<file path="config.mk">
export PLATFORM = sky130hd
export DESIGN_NAME = i2c_arbiter
export DESIGN_NICKNAME = d
export VERILOG_FILES = /design/src/rtl/i2c_arbiter.sv
export SDC_FILE = /design/constraint.sdc
export NUM_CORES = 1
export LEC_CHECK = 0
export BUFFER_PORTS_ARGS = -buffer_cell sky130_fd_sc_hd__buf_2
export CORE_UTILIZATION = 49
export DETAILED_ROUTE_END_ITERATION = 8
export PLACE_DENSITY = 0.92
export RECOVER_POWER = 50
export SYNTH_ARGS = -nofsm -noshare
export SYNTH_HDL_FRONTEND = slang
export SYNTH_SLANG_ARGS = --single-unit
</file>
<file path="constraint.sdc">
create_clock -name clk -period 4.45 [get_ports clk]
set_input_delay 0.6675 -clock clk [delete_from_list [all_inputs] [get_ports clk]]
set_output_delay 0.6675 -clock clk [all_outputs]
set_load 0.03 [all_outputs]
</file>
<file path="src/rtl/i2c_arbiter.sv">
// i2c_arbiter: round-robin scheduler sharing one i2c_master among NUM_REQ requesters
// Optional watchdog: define I2C_ARB_TIMEOUT_EN to abort transfers that exceed TIMEOUT_CYCLES.
module i2c_arbiter #(
    parameter int NUM_REQ        = 4,
    parameter int TIMEOUT_CYCLES = 2000000
) (
    input  logic                 clk,
    input  logic                 rst_n,
    input  logic [NUM_REQ-1:0]   req_valid,
    input  logic [NUM_REQ*7-1:0] req_addr,
    input  logic [NUM_REQ-1:0]   req_op,
    input  logic [NUM_REQ*8-1:0] req_wdata,
    output logic [NUM_REQ-1:0]   req_ready,
    output logic [NUM_REQ-1:0]   rsp_valid,
    output logic [7:0]           rsp_rdata,
    output logic                 rsp_ack_err,
    output logic                 rsp_timeout,
    output logic                 m_newd,
    output logic [6:0]           m_addr,
    output logic                 m_op,
    output logic [7:0]           m_din,
    input  logic [7:0]           m_dout,
    input  logic                 m_busy,
    input  logic                 m_done,
    input  logic                 m_ack_err,
    output logic                 m_rst
);
    localparam int PW = $clog2(NUM_REQ);
    typedef enum logic [1:0] {IDLE, ISSUE, WAIT_DONE, GAP} state_t;
    state_t        state;
    logic [PW-1:0] ptr, gnt, gnt_nxt, idx;
    logic          expired;

    if (NUM_REQ < 2 || NUM_REQ > 8 || TIMEOUT_CYCLES < 2) begin : g_bad_cfg
        $error("i2c_arbiter: unsupported parameters");
    end

`ifdef I2C_ARB_TIMEOUT_EN
    logic [31:0] cnt;
    assign expired = (state == ISSUE || state == WAIT_DONE) && cnt == 32'(TIMEOUT_CYCLES - 1);
    // Cycle count of the active transfer; zero on the first ISSUE cycle
    always_ff @(posedge clk or negedge rst_n) begin
        if (!rst_n) cnt <= '0;
        else cnt <= (state == ISSUE || state == WAIT_DONE) ? cnt + 32'd1 : '0;
    end
`else
    assign expired = 1'b0;
`endif

    // Round-robin pick: scan from ptr upward, nearest pending requester wins
    always_comb begin
        gnt_nxt = ptr;
        idx = '0;
        for (int k = NUM_REQ - 1; k >= 0; k--) begin
            idx = PW'((int'(ptr) + k) % NUM_REQ);
            if (req_valid[idx]) gnt_nxt = idx;
        end
    end

    // Transaction sequencer with registered handshakes and master controls
    always_ff @(posedge clk or negedge rst_n) begin
        if (!rst_n) begin
            state       <= IDLE;
            ptr         <= '0;
            gnt         <= '0;
            req_ready   <= '0;
            rsp_valid   <= '0;
            rsp_rdata   <= '0;
            rsp_ack_err <= 1'b0;
            rsp_timeout <= 1'b0;
            m_newd      <= 1'b0;
            m_addr      <= '0;
            m_op        <= 1'b0;
            m_din       <= '0;
            m_rst       <= 1'b0;
        end else begin
            req_ready <= '0;
            rsp_valid <= '0;
            m_rst     <= 1'b0;
            case (state)
                IDLE: begin
                    if (|req_valid && !m_busy) begin
                        req_ready[gnt_nxt] <= 1'b1;
                        gnt    <= gnt_nxt;
                        ptr    <= PW'((int'(gnt_nxt) + 1) % NUM_REQ);
                        m_addr <= req_addr[7*gnt_nxt +: 7];
                        m_op   <= req_op[gnt_nxt];
                        m_din  <= req_wdata[8*gnt_nxt +: 8];
                        m_newd <= 1'b1;
                        state  <= ISSUE;
                    end
                end
                ISSUE, WAIT_DONE: begin
                    if (expired) begin
                        m_rst          <= 1'b1;
                        m_newd         <= 1'b0;
                        rsp_valid[gnt] <= 1'b1;
                        rsp_timeout    <= 1'b1;
                        rsp_ack_err    <= 1'b1;
                        rsp_rdata      <= '0;
                        state          <= GAP;
                    end else if (state == ISSUE) begin
                        if (m_busy) begin
                            m_newd <= 1'b0;
                            state  <= WAIT_DONE;
                        end
                    end else if (m_done) begin
                        rsp_valid[gnt] <= 1'b1;
                        rsp_ack_err    <= m_ack_err;
                        rsp_timeout    <= 1'b0;
                        rsp_rdata      <= m_op ? m_dout : 8'h00;
                        state          <= GAP;
                    end
                end
                default: state <= IDLE;
            endcase
        end
    end
endmodule
</file>
* Word-level counts from Yosys, hierarchy flattened
Index checks and enable logic that the tools add are counted.
** Operators by class
- Add/subtract/negate cells :: 4
- Multiply operators :: 1
- Divide/modulo/power cells :: 0
- $lt $le $gt $ge :: 8
- Equality and inequality tests :: 7
- Shift-type cells :: 2
- Muxes and demuxes :: 33
- Bitwise logic cells :: 1
- Reductions and logical operators :: 12
** Operators by type and width (number)
- indexed part select 32 x 6 -> 8 bit :: 1
- indexed part select 28 x 6 -> 7 bit :: 1
- two-way mux 4 bit :: 5
- less-than comparator 2 x 3 -> 1 bit (second input constant) :: 6
- two-way mux 2 bit :: 8
- binary-select mux 1 bit (select 2 bit) :: 5
- two-way mux 1 bit :: 10
- two-way mux 8 bit :: 1
- != test 2 bit (second input constant) :: 3
- != test 3 bit (second input constant) :: 2
- AND reduction 3 bit :: 2
- multiplier 3 x 2 -> 5 bit (first input constant) :: 1
- adder 2 x 1 -> 2 bit (second input constant) :: 2
- adder 2 bit (second input constant) :: 2
- demux 1 bit (select 2 bit) :: 2
- >= comparator 2 x 1 -> 1 bit (second input constant) :: 2
- one-hot mux 2 bit (2 select lines) :: 1
- AND reduction 4 bit :: 1
- OR reduction 4 bit :: 1
- logical AND 1 bit :: 3
- equality test 2 x 1 -> 1 bit (second input constant) :: 1
- equality test 2 bit (second input constant) :: 1
- zero test 2 bit :: 1
- one-hot mux 1 bit (2 select lines) :: 1
- other kinds (5) :: 5
** Word-level totals
- Flip-flop bits (word level) :: 40
- Bits in latches :: 0
- Memory bits (writable) :: 0
- Bits in read-only memories :: 0
- Input bits :: 81
- Word-level logic and storage cells :: 79
- Memories :: 0

* Logic depth before layout (Yosys ltp)
Gate-level depths: netlist of the first run.
- Word-level depth :: 13
- Depth in mapped cells :: 7

* Least setup slack after synthesis of the first run
Ideal clock, no wire load.
- Path type :: input port to flip-flop
- Start point :: input port req_valid[0]
- End point :: register m_addr[2]
- Arrival :: 1.814 ns
- Data required time :: 4.323 ns
- Path slack :: 2.509 ns
- Stages :: 7
- Path buffers :: 2
- Cells stage by stage :: nor2b_1 o21bai_2 and3_4 buf_12 buf_12 mux2i_1 a211oi_2
** On the way
- Longest elaborated chain between the ends :: 8
** Ends and longest elaborated chain
- from (decl) :: RTL line 9 : input logic [NUM_REQ-1:0] req_valid,
- binary-select mux 1 bit (select 2 bit) :: RTL line 56 : if (req_valid[idx]) gnt_nxt = idx;
- two-way mux 1 bit (not written as such) :: RTL line 56
- two-way mux 2 bit (4 in a row) :: RTL line 56
- multiplier 3 x 2 -> 5 bit :: RTL line 86 : m_addr <= req_addr[7*gnt_nxt +: 7];
- indexed part select 28 x 6 -> 7 bit :: RTL line 86
- to (signal assigned) :: RTL line 86
- to (decl) :: RTL line 19 : output logic [6:0] m_addr,
Several ways; a longest one is shown, not always the timed one. The select of a mux whose other input is x is not followed.
A chain may end at the register's enable or synchronous reset.

* Worst setup path in the final report of the first run
- Start point :: register state[0]
- End point :: register m_din[3]
** On the way
- Longest elaborated chain between the ends :: 2
** Ends and longest elaborated chain
- from (decl) :: RTL line 30 : state_t state;
- from (signal assigned) :: RTL line 63 : state <= IDLE;
- from (signal assigned) :: RTL line 90 : state <= ISSUE;
- from (signal assigned) :: RTL line 101 : state <= GAP;
- zero test 2 bit :: RTL line 80 : case (state)
- AND reduction 2 bit (no line)
- to (signal assigned) :: RTL line 88 : m_din <= req_wdata[8*gnt_nxt +: 8];
- to (decl) :: RTL line 21 : output logic [7:0] m_din,
No other way between the ends.

==> flow_summary.yaml, run 1 <==
cts:
  htree_levels: 2
  clockBufferDepth: 2
  postCtsSetupBuffers: 0
  clk_latency_ns: 0.28
  root_buffer: "clkbuf_8"
  cts_num_sinks: 40
  tritoncts: "built"
  cts_resized: 0
  clk_pin_slew_ns: 0.07
  cts_made_buffers: 5
  hold_buffers: 0
floorplanning:
  core_um2: 4720
  die_w_um: 71.9
  floorplan.initialDensity_pct: 50.7
  dieArea_um2: 5170
  rows: 25
  ioPinCount: 117
  die_h_um: 71.9
critical_path:
  endpoint_kind: "register"
  crit_buf_inv: 1
  cpLargestDelayFamily: "simple AND/OR/NAND/NOR gates"
  cp_data_required_time_ns: 4.57
  crit_type: "reg2reg"
  r2r_start: "state[0]"
  r2r_cells: 5
  crit_slowest_cell: "and2_1"
  crit_end: "m_din[3]"
  cp_slowest_stage_delay_ns: 0.86
  cp_cell_sequence: "inv_1, ha_1, nor3b_4, and2_1, a211oi_2"
  crit_path_start: "state[0]"
  rr_endpoint: "m_din[3]"
  critPathMaxFanout: 24
  rrSetupSlack_ns: 1.77
  cp.depth: 5
  start_kind: "register"
  critPathArrivalTime_ns: 2.80
routing:
  vias: 2142
  drc: 0
  viasPerCell: 5.28
  wl_um: 5730
  drtIter0Drc: 88
  drtPass1Iterations: 4
  wl_per_cell_um: 14.1
  ant_nets: 0
placed_design:
  io_buffers: 114
  preCtsSetupSlack_ns: 1.55
  dp_hpwl_um: 4220
  place_congestion: 0.825
  dpl-instance-area_um2: 2910
logic_synthesis:
  ys_warn_count: 0
  synth_mux_area_share_pct: 7.63
  ys_types: 37
  ys_async_sr_fraction_pct: 100
  yosys-top-cells-area: "dfrtp_1 42%, a211oi_2 16%, mux2i_1 6.7%"
  synth_top_family_by_area: "compound AO/OA/AOI/OAI gates"
  synth_common_cells: "40 x dfrtp_1, 30 x a211oi_2, 24 x nor2_1, 21 x inv_1, 21 x nand2_1"
  yosys_register_bits: 40
  netlist_instances: 234
  synth_adder_area_share_pct: 2.09
  synth_top_area_share_pct: 41.8
  yosys.cell_count.top_type: "dfrtp_1"
  yosys.area.top_type: "dfrtp_1"
  synth_edf_count: 0
  synthXorXnorAreaFrac_pct: 0.366
  syn_area_um2: 2390
  yosysSeqAreaShare_pct: 41.8
  synthFlopType: "dfrtp_1"
  synth-compound-area-share_pct: 26.6
  synth_area_per_cell_um2: 10.2
  synth-simple-area-share_pct: 12.3
finish:
  antenna-diode-count: 0
  nets: 424
  area_growth_pct: 24.8
  fin_area_um2: 2990
  final_layout_size_suffix_gt1_share_pct: 41.3
  fillers: 405
sta:
  fmax_mhz: 373
  max_slew_margin_pct: -37.2
  setup_viol: 0
  rsz0062_at_grt: "false"
  layout_min_cycle_time_ns: 2.68
  finalHoldViolCount: 0
  fin_worst_skew_ns: 0.00560
  fin_ws_ns: 1.77
  tns_ns: 0
  slew_viol_final: 41
  worstMarginPinSlew_ns: 2.06
  whs_ns: 0.474
  finalCritPeriodShare_pct: 60.3
global_route:
  grtUsageTotal_pct: 22.9
  grt_pass1_wl_um: 9260
  grt_max_degree: 41
  antenna_found_initial: 0
  grt_pass1_vias: 2041
  overflow: 0
power:
  pwr-share-seq_pct: 32.2
  combPwrFrac_pct: 54.6
  power.total_mw: 1.91
  intPower_mw: 1.00
  switching_share_pct: 47.6
  p_sw_uw: 910
  powerDensity_nw_per_um2: 640
  pwr-share-clk_pct: 13.2
  peakVddDrop_mv: 0.305
  p_leak_nw: 1.44
hold_path:
  min_path_type: "reg2reg"
  min_from: "gnt[0]"
flow_run:
  cap_violations: 1
status:
  outcome: "finished with violations"
  violations: "capacitance limit, slew limit"
## logic make-up after synthesis
kind of cell,count (synthesis)
AOI/OAI and AO/OA,71
and+or+nand+nor,61
DFF,40
buffers and inverters,38
muxes,18
adders and majority gates,4
other,1
xor gates and xnor gates,1
## registers in the layout, summed over array words and instances (netlist names)
name	count
rsp_valid	4
m_addr	7
state	2
req_ready	4
m_newd	1
rsp_ack_err	1
rsp_rdata	8
m_din	8
gnt	2
m_op	1
ptr	2
## layer usage
metal	part of all wire (%)	track usage, %	wire length, µm	vias up
met3	6.4	4.72	366	13
met1	42	27.8	2410	998
met4	2.2	8.71	127	0
met5	0	0	0	-
li1	-	-	-	1036
met2	49	40.0	2820	95
## power by group through the flow
stage                     clock [mW]  sequential [mW]  combinational, mW
after floorplan                    0            0.842              0.628
after detailed placement           0            0.618               1.07
after global routing           0.276            0.638               1.14
after CTS                      0.259            0.614               1.07
after global placement             0            0.616               1.03
final                          0.253            0.615               1.04
## metrics by stage
stage | std cells | utilization [%]
final | 406 | 63.3
after global routing | 406 | 63.3
after CTS | 406 | 63.7
after detailed placement | 399 | 61.7
after global placement | 399 | 61.7
after floorplan | 235 | -
## cell type report
cell class	instances	area [µm²]	area share, %
Inverter	21	78.8	2.64
Clock buffer	7	96.3	3.22
Timing Repair Buffer	114	548	18.3
Multi-Input combinational cell	157	1180	39.5
Tap cell	67	83.8	2.81
Sequential cell	40	1000	33.5
## worst reg2reg max path: stages, from the launching register on
cell and delay [ns]:
dfrtp_1 0.42, inv_1 0.10, ha_1 0.18, nor3b_4 0.78
and2_1 0.87, a211oi_2 0.17
## placed cells by master (no fill, tap or decap), types with 2 or more instances in the layout
cell	instances
a211oi_1	2
a211oi_2	30
a21oi_1	2
a31oi_1	16
buf_2	96
clkbuf_1	18
clkbuf_8	7
conb_1	2
dfrtp_1	40
ha_1	4
inv_1	21
mux2_2	2
mux2i_1	16
nand2_1	21
nor2_1	24
nor2b_1	5
nor3_1	4
o21ai_0	11
o21ai_1	2
## worst min path at each step
| stage | endpoint | slack (ns) | depth (start not counted) |
|---|---|---|---|
| detailed placement | rsp_valid[2] | 0.45 | 1 |
| CTS | rsp_valid[2] | 0.47 | 1 |
| global placement | rsp_valid[2] | 0.45 | 1 |
| global route | rsp_valid[2] | 0.50 | 1 |
| finish | rsp_valid[2] | 0.47 | 1 |
| floorplan | gnt[0] | 0.37 | 0 |
Note: power is estimated with default switching activity, not from simulation.
==> run 2: changes to the inputs <==
Settings changed: ABC_AREA set to 1, CORE_UTILIZATION 49 to 46, PLACE_DENSITY 0.92 to 0.88.
Clock period 4.45 ns to 2.7 ns, I/O delays scaled along.
==> flow_summary.yaml, run 2 <==
sta:
  max_slew_margin_pct: -35.0
  fin_worst_skew_ns: 0.00435
  rsz0062_at_grt: "false"
  slew_viol_final: 41
  whs_ns: 0.349
  setup_viol: 0
  layout_min_cycle_time_ns: 2.32
  finalCritPeriodShare_pct: 86.0
  finalHoldViolCount: 0
  fmax_mhz: 431
  worstMarginPinSlew_ns: 2.02
finish:
  area_growth_pct: 26.8
  final_cell_mix: "105 x nand3_1, 96 x buf_2, 94 x nand2_1"
  antenna-diode-count: 0
  final_layout_size_suffix_gt1_share_pct: 27.9
  stdcell_count: 497
  largest_registers: "m_din: 8 flops, rsp_rdata: 8 flops, m_addr: 7 flops"
  nets: 514
  final_common_cell: "nand3_1"
status:
  outcome: "finished with violations"
  violations: "capacitance limit, slew limit"
power:
  pwr-share-clk_pct: 11.3
  pwr-share-seq_pct: 24.4
  combPwrFrac_pct: 64.3
  p_sw_mw: 2.39
  powerDensity_nw_per_um2: 1430
  intPower_mw: 1.96
  p_leak_nw: 1.65
  peakVddDrop_mv: 0.632
  switching_share_pct: 55.0
logic_synthesis:
  yosys-top-cells-area: "dfrtp_1 42%, nand3_1 22%, nand2_1 15%"
  yosysSeqAreaShare_pct: 41.8
  synth_area_per_cell_um2: 7.35
  ys_warn_count: 0
  synth_mux_area_share_pct: 0.470
  synth-compound-area-share_pct: 5.12
  synth_edf_count: 0
  yosys.cell_count.top_type: "nand3_1"
  synth_common_cells: "105 x nand3_1, 94 x nand2_1, 40 x dfrtp_1, 17 x inv_1, 15 x o21ai_0"
  yosys_register_bits: 40
  ys_async_sr_fraction_pct: 100
  synth_top_area_share_pct: 41.8
  netlist_instances: 326
  ys_types: 28
  synth_top_family_by_area: "simple AND/OR/NAND/NOR gates"
  yosys.area.top_type: "dfrtp_1"
  synthFlopType: "dfrtp_1"
  syn_area_um2: 2390
  synthXorXnorAreaFrac_pct: 0
  synth-simple-area-share_pct: 41.6
  synth_adder_area_share_pct: 2.09
hold_path:
  min_path_type: "in2reg"
  min_from: "m_ack_err"
  min_to: "rsp_ack_err"
  hold_depth: 2
placed_design:
  place_congestion: 0.815
  dp_hpwl_um: 4510
  io_buffers: 114
  dp_cells: 489
cts:
  clk_pin_slew_ns: 0.08
  cts_made_buffers: 5
  root_buffer: "clkbuf_8"
  clk_latency_ns: 0.29
  cts_resized: 1
  tritoncts: "built"
  cts_num_sinks: 40
  hold_buffers: 0
  postCtsSetupBuffers: 0
  clockBufferDepth: 2
  htree_levels: 2
critical_path:
  cpLargestDelayFamily: "simple AND/OR/NAND/NOR gates"
  rr_endpoint: "ptr[1]"
  cp_data_required_time_ns: 2.85
  critPathMaxFanout: 33
  r2r_cells: 12
  rrSetupSlack_ns: 0.38
  crit_path_frequent_cell: "nand2_1"
  start_kind: "register"
  critPathArrivalTime_ns: 2.47
  r2r_start: "ptr[0]"
  crit_type: "reg2reg"
  crit_buf_inv: 1
  cp_slowest_stage_delay_ns: 0.53
  crit_slowest_cell: "dfrtp_1"
  endpoint_kind: "register"
  cp_cell_sequence: "inv_2, nand2_1, nand2_1, nand2_1, nand2_1, nand2_1, nand2_4, nand3_4, nand2_4, nor2_1, nand2_1, o211ai_1"
floorplanning:
  die_h_um: 74.2
  rows: 25
  floorplan.initialDensity_pct: 49.1
  core_um2: 4880
  ioPinCount: 117
  dieArea_um2: 5500
  die_w_um: 74.2
routing:
  wl_um: 6230
  wl_per_cell_um: 12.5
  wl_met3_um: 451
  vias: 2586
  drc: 0
  ant_nets: 0
  viasPerCell: 5.20
  routed.top_layer: "met4"
  route.met2.wl_um: 3030
  drtIter0Drc: 137
  drt-met1-wl_um: 2690
  drtPass1Iterations: 4
global_route:
  grt_max_degree: 41
  grtUsageTotal_pct: 24.3
  antenna_found_initial: 0
  grt_pass1_wl_um: 10200
  grt_pass1_vias: 2331
  overflow: 0
flow_run:
  cap_violations: 1
[run 2: cell families after synthesis]
group / Yosys count
buffers and inverters: 42
DFF: 40
muxes: 1
and+or+nand+nor: 216
other: 1
adders and majority gates: 4
AOI/OAI and AO/OA: 22
[run 2: power groups by stage]
stage,sequential (mW),clock [mW],combinational [mW]
global route,1.10,0.529,3.12
detailed placement,1.06,0,2.79
CTS,1.06,0.501,2.81
global placement,1.06,0,2.73
floorplan,1.42,0,1.89
finish,1.06,0.489,2.79
[run 2: how the worst max path moves through the flow]
stage              from         to  cells after the start
2_1_floorplan    ptr[0]  m_addr[4]                     14
6_report         ptr[0]     ptr[1]                     12
4_1_cts        state[0]     ptr[1]                      8
3_5_place_dp   state[0]     ptr[1]                      8
3_3_place_gp   state[0]     ptr[1]                      8
5_1_grt          ptr[0]     ptr[1]                     12
[run 2: area by class of cell]
| cell class | count | area, µm² |
|---|---|---|
| fillers | 448 | 1840 |
| multi-input cells | 245 | 1200 |
| flip-flops and latches | 40 | 1000 |
| repair buffers | 115 | 556 |
| inverters | 22 | 83.8 |
| well taps | 67 | 83.8 |
| clock buffers | 5 | 68.8 |
| clock inverters | 3 | 46.3 |
[run 2: layer usage]
layer | track usage [%] | vias up
li1 | - | 1294
met1 | 30.9 | 1165
met2 | 40.8 | 123
met3 | 5.69 | 4
met4 | 7.69 | 0
met5 | 0 | -
[run 2: stage by stage]
step / setup WS [ns] / instance area, µm² / power [mW] / util, % / setup TNS (ns)
floorplan: 1.06 / 2400 / 3.32 / - / 0
global placement: 0.0386 / 2940 / 3.79 / 60.2 / 0
detailed placement: -0.0783 / 2940 / 3.85 / 60.2 / -0.0943
CTS: 0.168 / 3050 / 4.37 / 62.6 / 0
global route: 0.117 / 3040 / 4.75 / 62.2 / 0
finish: 0.378 / 3040 / 4.34 / 62.2 / 0
==> run 3: changes to the inputs <==
Settings changed: CAP_MARGIN set to 10, PLACE_DENSITY 0.88 to 0.8.
==> flow_summary.yaml, run 3 (same netlist as run 2, synthesis figures left out) <==
placed_design:
  io_buffers: 114
  dp_hpwl_um: 4480
  place_congestion: 0.877
power:
  peakVddDrop_mv: 0.648
  p_leak_nw: 1.67
  power.total_mw: 4.35
  powerDensity_nw_per_um2: 1430
sta:
  slew_viol_final: 41
  layout_min_cycle_time_ns: 2.28
  worstMarginPinSlew_ns: 2.01
  finalHoldViolCount: 0
  tns_ns: 0
  whs_ns: 0.360
  setup_viol: 0
  fmax_mhz: 438
  rsz0062_at_grt: "false"
  fin_worst_skew_ns: 0.00968
  max_slew_margin_pct: -33.9
  finalCritPeriodShare_pct: 84.5
cts:
  clk_latency_ns: 0.29
  cts_num_sinks: 40
  clockBufferDepth: 2
  hold_buffers: 0
  cts_resized: 0
  postCtsSetupBuffers: 0
  cts_made_buffers: 5
  root_buffer: "clkbuf_8"
  tritoncts: "built"
  htree_levels: 2
  clk_pin_slew_ns: 0.08
critical_path:
  critPathMaxFanout: 33
  cp_data_required_time_ns: 2.91
  r2r_start: "ptr[0]"
  crit_path_frequent_cell: "nand2_1"
  start_kind: "register"
  cp_slowest_stage_delay_ns: 0.52
  crit_path_start: "ptr[0]"
  cp_cell_sequence: "inv_2, nand2_1, nand2_1, nand2_1, nand2_1, nand2_1, nand2_4, nand2_2, nand2_4, nand2_4, nor2_1, inv_1, nor2_1"
  crit_type: "reg2reg"
  crit_slowest_cell: "dfrtp_1"
  endpoint_kind: "register"
  critPathArrivalTime_ns: 2.49
routing:
  wl_per_cell_um: 12.5
  drc: 0
  wl_um: 6250
  vias: 2618
  drtPass1Iterations: 4
  ant_nets: 0
  drtIter0Drc: 144
  viasPerCell: 5.26
floorplanning:
  core_um2: 4880
  ioPinCount: 117
  rows: 25
  die_h_um: 74.2
  floorplan.initialDensity_pct: 49.1
  dieArea_um2: 5500
  die_w_um: 74.2
finish:
  nets: 515
  antenna-diode-count: 0
  final_cell_mix: "105 x nand3_1, 96 x buf_2, 94 x nand2_1"
  fillers: 452
  area_growth_pct: 27.3
  final_common_cell: "nand3_1"
  final_layout_size_suffix_gt1_share_pct: 27.8
  largest_registers: "m_din: 8 flops, rsp_rdata: 8 flops, m_addr: 7 flops"
status:
  outcome: "finished with violations"
  violations: "capacitance limit, slew limit"
global_route:
  grt_pass1_vias: 2286
  grtUsageTotal_pct: 23.4
  grt_pass1_wl_um: 9820
  overflow: 0
  antenna_found_initial: 0
  grt_max_degree: 41
flow_run:
  cap_violations: 1
hold_path:
  min_from: "m_ack_err"
  min_path_type: "in2reg"
-- run 3: cell count changes in the layout (fill, tap and decap cells not counted), sizes merged --
cell      before  now
clkbuf        23   25
buf           97   98
clkinvlp       1    0
inv           22   21
-- run 3: report_power, final --
part	switching, mW	internal, mW
registers	0.193	0.861
logic	1.96	0.817
clock network	0.199	0.326
-- run 3: path summary, 6_finish.rpt --
path / endpoint / slack, ns / cells past startpoint
min in group asynchronous: ptr[0] / 0.68 / 1
min reg2reg: rsp_valid[1] / 0.46 / 1
max reg2reg: req_ready[0] / 0.42 / 13
max in group asynchronous: gnt[0] / 0.87 / 1
min: rsp_ack_err / 0.36 / 2
max: req_ready[0] / 0.42 / 13
-- run 3: metrics by stage --
stage / setup WS [ns] / util (%) / instance area [µm²] / cells
2_1_floorplan: 1.06 / - / 2400 / 327
3_3_place_gp: 0.571 / 60.3 / 2940 / 490
3_5_place_dp: 0.462 / 60.3 / 2940 / 490
4_1_cts: 0.432 / 62.9 / 3070 / 498
5_1_grt: 0.148 / 62.5 / 3050 / 498
6_report: 0.419 / 62.5 / 3050 / 498
-- run 3: worst max-delay path: cells and delay by family (launching register included) --
family / cells / cell delay (ns)
buffers and inverters: 2 / 0.30
flip-flops: 1 / 0.52
AND/OR/NAND/NOR: 11 / 1.36
-- run 3: routing by layer --
layer	vias to the layer above	track usage (%)	part of all wire [%]
met5	-	0	0
met4	0	12.4	2.5
met3	16	4.88	8.6
met2	136	38.7	47
met1	1176	28.7	42
li1	1290	-	-
-- run 3: final cells by class --
cell class	count	area [µm²]	share of cell area, %
clock buffers	7	96.3	3.16
clock inverters	1	30.0	0.985
inverters	22	82.6	2.71
multi-input cells	245	1190	39.1
flip-flops and latches	40	1000	32.8
well taps	67	83.8	2.75
repair buffers	116	563	18.5
